==> src/rtl/jericalla_sequencer_if.sv <==
// Bus between the JERICALLA program sequencer and its controller: program
// load port, run control, datapath ZF feedback and issue/status outputs.
interface jericalla_sequencer_if #(
  parameter int AW = 4
);
  logic          load_en;
  logic [AW-1:0] load_addr;
  logic [16:0]   load_data;
  logic [AW:0]   len;
  logic          halt_on_zf;
  logic          start;
  logic          stop;
  logic          zf_in;
  logic [16:0]   instr_out;
  logic [AW-1:0] pc;
  logic          busy;
  logic          done;
  logic          zf_halt;
  logic          aborted;

  modport master (
    output load_en, load_addr, load_data, len, halt_on_zf, start, stop, zf_in,
    input  instr_out, pc, busy, done, zf_halt, aborted
  );

  modport slave (
    input  load_en, load_addr, load_data, len, halt_on_zf, start, stop, zf_in,
    output instr_out, pc, busy, done, zf_halt, aborted
  );
endinterface

==> src/rtl/jericalla_sequencer.sv <==
// Issues a loaded program of 17-bit JERICALLA words to the datapath, one per
// clock, with optional halt on the datapath's zero flag and external abort.
module jericalla_sequencer #(
  parameter int DEPTH = 16,
  parameter int AW    = 4
) (
  input  logic                  clk,
  input  logic                  rst_n,
  jericalla_sequencer_if.slave  bus
);

  typedef enum logic [1:0] {
    S_IDLE = 2'd0,
    S_RUN  = 2'd1,
    S_DONE = 2'd2
  } state_t;

  state_t        state_q, state_d;
  logic [16:0]   mem [DEPTH];
  logic [AW-1:0] pc_q;
  logic [AW:0]   len_q;
  logic          hz_q;
  logic          zf_halt_q;
  logic          aborted_q;
  logic          accept;
  logic          last;
  logic          zf_hit;

  function automatic logic [AW:0] clamp_len(input logic [AW:0] l);
    return (l > (AW+1)'(DEPTH)) ? (AW+1)'(DEPTH) : l;
  endfunction

  assign accept = (state_q == S_IDLE) && bus.start && !bus.stop;
  assign last   = ({1'b0, pc_q} == (len_q - (AW+1)'(1)));
  assign zf_hit = hz_q && bus.zf_in;

  always_ff @(posedge clk or negedge rst_n) begin
    if (!rst_n) state_q <= S_IDLE;
    else        state_q <= state_d;
  end

  always_comb begin
    state_d = state_q;
    case (state_q)
      S_IDLE: if (accept) state_d = (bus.len == '0) ? S_DONE : S_RUN;
      S_RUN: begin
        if (bus.stop)       state_d = S_IDLE;
        else if (zf_hit)    state_d = S_DONE;
        else if (last)      state_d = S_DONE;
      end
      S_DONE:  state_d = S_IDLE;
      default: state_d = S_IDLE;
    endcase
  end

  always_comb begin
    bus.instr_out = '0;
    bus.busy      = 1'b0;
    bus.done      = 1'b0;
    case (state_q)
      S_RUN: begin
        bus.instr_out = mem[pc_q];
        bus.busy      = 1'b1;
      end
      S_DONE:  bus.done = 1'b1;
      default: ;
    endcase
  end

  // Run control: pc, latched run parameters and sticky end-of-run flags
  always_ff @(posedge clk or negedge rst_n) begin
    if (!rst_n) begin
      pc_q      <= '0;
      len_q     <= '0;
      hz_q      <= 1'b0;
      zf_halt_q <= 1'b0;
      aborted_q <= 1'b0;
    end else begin
      case (state_q)
        S_IDLE: if (accept) begin
          zf_halt_q <= 1'b0;
          aborted_q <= 1'b0;
          if (bus.len != '0) begin
            pc_q  <= '0;
            len_q <= clamp_len(bus.len);
            hz_q  <= bus.halt_on_zf;
          end
        end
        S_RUN: begin
          if (bus.stop)     aborted_q <= 1'b1;
          else if (zf_hit)  zf_halt_q <= 1'b1;
          else if (!last)   pc_q      <= pc_q + AW'(1);
        end
        default: ;
      endcase
    end
  end

  // Program store keeps its contents across reset
  always_ff @(posedge clk) begin
    if (state_q == S_IDLE && bus.load_en && !bus.start)
      mem[bus.load_addr] <= bus.load_data;
  end

  assign bus.pc      = pc_q;
  assign bus.zf_halt = zf_halt_q;
  assign bus.aborted = aborted_q;

endmodule
==> src/flat_wrapper.sv <==
// flat-port wrapper written by rule: the top's interface ports become plain ports
module jericalla_sequencer_flat 
#(
  parameter int DEPTH = 16,
  parameter int AW    = 4
)
  (clk, rst_n, bus_load_en, bus_load_addr, bus_load_data, bus_len, bus_halt_on_zf, bus_start, bus_stop, bus_zf_in, bus_instr_out, bus_pc, bus_busy, bus_done, bus_zf_halt, bus_aborted);
  jericalla_sequencer_if #(.AW(AW)) bus_i ();
  input  logic clk;
  input  logic rst_n;
  input wire logic [$bits(bus_i.load_en)-1:0] bus_load_en;
  input wire logic [$bits(bus_i.load_addr)-1:0] bus_load_addr;
  input wire logic [$bits(bus_i.load_data)-1:0] bus_load_data;
  input wire logic [$bits(bus_i.len)-1:0] bus_len;
  input wire logic [$bits(bus_i.halt_on_zf)-1:0] bus_halt_on_zf;
  input wire logic [$bits(bus_i.start)-1:0] bus_start;
  input wire logic [$bits(bus_i.stop)-1:0] bus_stop;
  input wire logic [$bits(bus_i.zf_in)-1:0] bus_zf_in;
  output wire logic [$bits(bus_i.instr_out)-1:0] bus_instr_out;
  output wire logic [$bits(bus_i.pc)-1:0] bus_pc;
  output wire logic [$bits(bus_i.busy)-1:0] bus_busy;
  output wire logic [$bits(bus_i.done)-1:0] bus_done;
  output wire logic [$bits(bus_i.zf_halt)-1:0] bus_zf_halt;
  output wire logic [$bits(bus_i.aborted)-1:0] bus_aborted;
  assign bus_i.load_en = bus_load_en;
  assign bus_i.load_addr = bus_load_addr;
  assign bus_i.load_data = bus_load_data;
  assign bus_i.len = bus_len;
  assign bus_i.halt_on_zf = bus_halt_on_zf;
  assign bus_i.start = bus_start;
  assign bus_i.stop = bus_stop;
  assign bus_i.zf_in = bus_zf_in;
  assign bus_instr_out = bus_i.instr_out;
  assign bus_pc = bus_i.pc;
  assign bus_busy = bus_i.busy;
  assign bus_done = bus_i.done;
  assign bus_zf_halt = bus_i.zf_halt;
  assign bus_aborted = bus_i.aborted;
  jericalla_sequencer #(.DEPTH(DEPTH), .AW(AW)) u_core (.clk(clk), .rst_n(rst_n), .bus(bus_i));
endmodule
==> config.mk <==
export PLATFORM = sky130hd
export DESIGN_NAME = jericalla_sequencer_flat
export DESIGN_NICKNAME = d
export VERILOG_FILES = /design/src/rtl/jericalla_sequencer_if.sv /design/src/rtl/jericalla_sequencer.sv /design/src/flat_wrapper.sv
export SDC_FILE = /design/constraint.sdc
export NUM_CORES = 1
export LEC_CHECK = 0
export BUFFER_PORTS_ARGS = -buffer_cell sky130_fd_sc_hd__clkbuf_2
export CAP_MARGIN = 10
export CORE_AREA = 5 5 165 167
export CTS_CLUSTER_SIZE = 16
export DETAILED_ROUTE_END_ITERATION = 16
export DIE_AREA = 0 0 170 172
export PLACE_DENSITY = 0.7
export SYNTH_ARGS = -nofsm -noshare
export SYNTH_HDL_FRONTEND = slang
export SYNTH_SLANG_ARGS = --single-unit
==> constraint.sdc <==
create_clock -name clk -period 2.8 [get_ports clk]
set_clock_uncertainty 0.1 [all_clocks]
set_input_delay 0.42 -clock clk [delete_from_list [all_inputs] [get_ports clk]]
set_output_delay 0.42 -clock clk [all_outputs]
set_load 0.02 [all_outputs]
==> flow_summary.json, run 1 <==
{
  "hold_viol": 0,
  "placeableCoreArea_um2": 25600,
  "grt-ovfl-total": 0,
  "place_area_um2": 12300,
  "num_antenna_cells": 0,
  "drtPass1Iterations": 4,
  "placementRows": 59,
  "p_int_mw": 8.29,
  "layout_commonest_cell": "edfxtp_1",
  "ys_warn_count": 0,
  "port_buffers": 57,
  "dieWidth_um": 170,
  "grt_usage_pct": 16.6,
  "yosys-top-cells-area": "edfxtp_1, mux4_2, mux4_1, dfrtp_1, and2_1",
  "start_util_pct": 44.2,
  "cts.sinks": 286,
  "multiInputGateArea_um2": 2690,
  "ys_seq_area_share_pct": 75.3,
  "clkPwrFrac_pct": 32.9,
  "crit_fanout": 6,
  "cp_data_required_time_ns": 2.28,
  "first_iter_violations": 563,
  "grt_first_pass_wirelength_um": 35800,
  "cp-start-kind": "register",
  "worstSetupPathType": "reg -> out",
  "final_nets": 646,
  "design_area_um2": 13400,
  "yosysUniqueCellTypes": 38,
  "boundaryPins": 58,
  "max_freq_mhz": 314,
  "leakagePower_nw": 4.37,
  "cap_violations": 0,
  "slew_viol_final": 0,
  "clk_pin_slew_worst_paths_ns": 0.06,
  "tightest_slew_ns": 0.749,
  "wl_um": 24400,
  "synth-edff-count": 272,
  "cts_tree": "done",
  "cts_buffers": 27,
  "grt_setup_unrepaired": "true",
  "synth.avg_cell_area_um2": 22.4,
  "remaining_drc_errors": 0,
  "die_h_um": 172,
  "area_growth_syn_to_layout_pct": 18.6,
  "status": "complete, but fails checks",
  "regArea_um2": 8520,
  "setup_ws_ns": -0.383,
  "syn-cell-area_um2": 11300,
  "clk_path_buf_depth": 3,
  "grt_max_degree": 38,
  "ir_worst_vdd_uv": 434,
  "fp.dieArea_um2": 29200,
  "switching_share_pct": 25.1,
  "finalCritPeriodShare_pct": 114,
  "antenna_found_initial": 0,
  "ys_ff_latch": 286,
  "combPwrFrac_pct": 23.4,
  "synthFlopType": "edfxtp_1",
  "vias": 5528,
  "end_kind": "primary output",
  "hold_class": "in -> reg",
  "tns_ns": -5.79,
  "syn_inst": 505,
  "violations": "setup timing",
  "gp_congestion": 0.792,
  "yosysTopAreaCell": "edfxtp_1",
  "fin_hold_ws_ns": 0.0339,
  "final_cell_mix": "edfxtp_1, mux4_2, clkbuf_2, clkbuf_16, buf_4",
  "power_mw": 11.1,
  "wire_per_inst_um": 25.2,
  "drtAntennaViolNets": 0,
  "synth_async_sr_flop_share_pct": 4.90,
  "setup_violations": 17,
  "yosys.area.top_type_share_pct": 72.2,
  "cts_root_buf": "clkbuf_16",
  "syn-num-nets": 540,
  "drive_gt1_share_pct": 38.5,
  "pwr_density_cell_nw_per_um2": 825,
  "clk_latency_ns": 0.52,
  "relSlewSlack_pct": 49.4,
  "cp.arrival_ns": 2.66,
  "sequentialPowerShare_pct": 43.8,
  "vias_per_cell": 5.72,
  "fin_util_pct": 52.4,
  "grt_pass1_vias": 5722,
  "hpwl_um": 13800,
  "fin_crit_ns": 3.18,
  "fillers": 1922,
  "switchingPower_mw": 2.78,
  "htreeDepth": 1
}
-- power by group through the flow --
stage / registers [mW] / logic [mW] / clock network [mW]
finish: 4.84 / 2.59 / 3.64
global route: 4.85 / 2.75 / 3.91
CTS: 4.85 / 2.57 / 3.70
detailed placement: 4.94 / 2.32 / 0
global placement: 4.93 / 2.27 / 0
floorplan: 4.93 / 1.69 / 0
-- worst paths after layout --
kind / depth (start not counted) / to / start / slack [ns]
worst max-delay path: 7 / bus_instr_out[3] / u_core.bus.pc[0] / -0.38
worst min register to register: 2 / u_core.bus.zf_halt / u_core.bus.zf_halt / 0.40
worst min-delay path: 2 / u_core.hz_q / bus_halt_on_zf / 0.03
max in group asynchronous: 2 / u_core.bus.pc[0] / rst_n / 2.03
min in group asynchronous: 2 / u_core.len_q[2] / rst_n / 0.24
worst max register to register: 5 / u_core.mem[9][10] / u_core.state_q[1] / 0.24
-- registers in the layout, summed over array words and instances (netlist names) --
name                flops
u_core.bus.aborted      1
u_core.bus.pc           4
u_core.bus.zf_halt      1
u_core.hz_q             1
u_core.len_q            5
u_core.mem            272
u_core.state_q          2
-- per-layer routing --
layer | vias to the layer above | track usage (%) | routed length [um]
li1 | 2336 | - | -
met1 | 2970 | 22.9 | 10100
met2 | 181 | 28.3 | 12400
met3 | 41 | 2.15 | 1330
met4 | 0 | 4.20 | 531
met5 | - | 0 | 0
-- synthesized netlist by cell type (3+ instances only) --
cell type,number
mux4_1,14
nand3_1,4
and2_1,18
xnor2_1,5
buf_6,6
inv_1,6
clkbuf_1,12
o21ai_0,6
nor2_1,18
or4_1,3
nand2b_1,7
mux4_2,71
nor3_1,5
edfxtp_1,272
nand2_1,12
nor2b_1,3
dfrtp_1,14
nand3b_1,3
-- critical path: stages, from the launching register on --
cell and delay, ns:
dfrtp_4 0.50, buf_8 0.15, buf_12 0.13, buf_16 0.14, mux4_2 0.43, mux4_2 0.48
and2_4 0.18, buf_8 0.12
-- timing repair --
action / in CTS / in global routing
pin swaps: 0 / 0
hold buffers: 1 / 0
resized for setup: 17 / 24
buffers inserted: 4 / 2
endpoints found under the hold margin: 14 / 0
setup endpoints to repair: 17 / 17
gates cloned: 4 / 2
-- cell families (layout without fill, tap and decap cells) --
family	count (synthesis)	in the layout	synth area share [%]
flops	286	286	75.3
simple gates	78	78	3.72
compound gates	19	19	1.33
xor+xnor	5	5	0.387
buf+inv	29	155	1.58
mux	86	86	17.5
fa+ha+maj	2	2	0.221
-- stage by stage --
step	std cells	setup WS, ns
finish	966	-0.383
global route	966	-0.445
CTS	965	-0.394
detailed placement	907	0.164
global placement	907	0.194
floorplan	505	0.0553
-- final cells by class --
| cell class | instances | share of cell area [%] |
|---|---|---|
| clock buffers | 27 | 5.04 |
| repair buffers | 100 | 6.53 |
| well taps | 335 | 3.12 |
| multi-input cells | 190 | 20.0 |
| inverters | 6 | 0.168 |
| clock inverters | 22 | 1.59 |
| flip-flops and latches | 286 | 63.5 |
(Power assumes the default switching activity.)
==> inputs of run 2 (changes only) <==
- PLACE_DENSITY: 0.7 -> 0.68
- clock period: 2.8 -> 3.6 ns (I/O delays scaled with it)
==> run 2 against run 1 <==
  * The run now ends clean
  * Clock power decreased by 16%
  * Critical path depth decreased by 2
  * Critical endpoint is now bus_instr_out[9]
  * Utilization decreased by 0.76 points
==> flow_summary.json, run 2 (synthesized netlist as in run 1, its figures left out) <==
{
  "end_kind": "primary output",
  "power_mw": 8.58,
  "grt_usage_pct": 16.1,
  "cp.arrival_ns": 2.85,
  "setup_violations": 0,
  "switchingPower_mw": 2.07,
  "worst_r2r_path_depth": 4,
  "num_antenna_cells": 0,
  "clk_path_buf_depth": 3,
  "hpwl_um": 13500,
  "hold_viol": 0,
  "clkPwrFrac_pct": 35.6,
  "tightest_slew_ns": 0.764,
  "combPwrFrac_pct": 19.6,
  "fin_cells": 954,
  "die_h_um": 172,
  "antenna_found_initial": 0,
  "clk_latency_ns": 0.52,
  "drtPass1Iterations": 5,
  "cap_violations": 0,
  "vias_per_cell": 5.70,
  "use_met1_pct": 21.5,
  "grt-ovfl-total": 0,
  "holdPathStages": 2,
  "largest_reg_flops": 272,
  "pwr_density_cell_nw_per_um2": 649,
  "cts_buffers": 28,
  "fp.dieArea_um2": 29200,
  "leakagePower_nw": 4.28,
  "regMostFlops": "u_core.mem",
  "wl_um": 23400,
  "met2_usage_pct": 28.1,
  "setup_ws_ns": 0.108,
  "grt_busiest_layer": "met2",
  "final_nets": 637,
  "final_cell_mix": "edfxtp_1, mux4_2, clkbuf_2, clkbuf_16, buf_4",
  "tns_ns": 0,
  "fin_crit_ns": 3.49,
  "wire_per_inst_um": 24.5,
  "layout_commonest_cell": "edfxtp_1",
  "grt_first_pass_wirelength_um": 35000,
  "gp_congestion": 0.814,
  "drive_gt1_share_pct": 36.2,
  "hold_class": "in -> reg",
  "max_freq_mhz": 286,
  "pre_cts_slack_ns": 0.465,
  "worstSetupPathType": "reg -> out",
  "port_buffers": 57,
  "p_int_mw": 6.51,
  "boundaryPins": 58,
  "cts.sinks": 286,
  "first_iter_violations": 563,
  "relSlewSlack_pct": 49.0,
  "status": "finished, final reports clean",
  "htreeDepth": 1,
  "clk_pin_slew_worst_paths_ns": 0.07,
  "area_growth_syn_to_layout_pct": 16.9,
  "remaining_drc_errors": 0,
  "grt_max_degree": 38,
  "slew_viol_final": 0,
  "cts_tree": "done",
  "drtAntennaViolNets": 0,
  "ir_worst_vdd_uv": 353,
  "cp-start-kind": "register",
  "finalCritPeriodShare_pct": 97.0,
  "cp_data_required_time_ns": 2.96,
  "placementRows": 59,
  "grt_setup_unrepaired": "false",
  "vias": 5434,
  "grt_pass1_vias": 5681,
  "crit_fanout": 15,
  "fin_util_pct": 51.6,
  "switching_share_pct": 24.1,
  "dieWidth_um": 170,
  "cts_root_buf": "clkbuf_16",
  "met3_usage_pct": 2.79,
  "place_inst": 905,
  "sequentialPowerShare_pct": 44.8,
  "placeableCoreArea_um2": 25600,
  "start_util_pct": 44.2
}
run 2: cell types whose count changed in the layout (fill, tap and decap cells not counted), moves of 3 or more:
cell      change
clkinv_2      -3
buf_6         -4
buf_8         -6
clkinv_1      -7
buf_12        -4
and2_4        -7
clkbuf_2      +9
mux4_1        +3
clkbuf_1      +4
mux4_2        -3
and2_1        +7
run 2: final cells by class:
type,instances,area (um^2)
Clock buffer,33,741
Clock inverter,14,230
Inverter,6,22.5
Tap cell,335,419
Sequential cell,286,8520
Fill cell,1941,12400
Timing Repair Buffer,90,618
Multi-Input combinational cell,190,2670
run 2: per-stage QoR:
step / cell area, um^2 / hold WS [ns]
floorplan: 11300 / 0.144
global placement: 12200 / 0.354
detailed placement: 12200 / 0.362
CTS: 13200 / 0.136
global route: 13200 / 0.151
finish: 13200 / 0.156
run 2: power groups by stage:
stage / clock network, mW / registers, mW / logic (mW)
CTS: 3.11 / 3.84 / 1.71
global placement: 0 / 3.93 / 1.62
global route: 3.26 / 3.85 / 1.80
floorplan: 0 / 3.84 / 1.31
detailed placement: 0 / 3.94 / 1.65
finish: 3.06 / 3.84 / 1.68
run 2: repair_timing:
item,in CTS,in global routing
hold buffers,1,0
gates resized for setup,0,0
setup buffers,1,0
setup endpoints to repair,6,0
hold endpoints to repair,14,0
run 2: critical path: stages (launching register included):
cell and delay, ns:
dfrtp_4 0.66, buf_4 0.26, mux4_1 0.58, mux4_2 0.45, and2_1 0.20, clkbuf_2 0.17
run 2: path summary, 6_finish.rpt:
path | start | endpoint | slack [ns]
max | u_core.bus.pc[0] | bus_instr_out[9] | 0.11
min | bus_halt_on_zf | u_core.hz_q | 0.16
max reg2reg | u_core.state_q[1] | u_core.mem[7][13] | 0.93
min reg2reg | u_core.bus.zf_halt | u_core.bus.zf_halt | 0.41
max in group asynchronous | rst_n | u_core.bus.pc[0] | 2.75
min in group asynchronous | rst_n | u_core.hz_q | 0.35
run 2: metal layers:
layer	up-vias	wire length (um)
met1	2866	9380
li1	2334	-
met2	198	12000
met3	36	1670
met5	-	0
met4	0	373
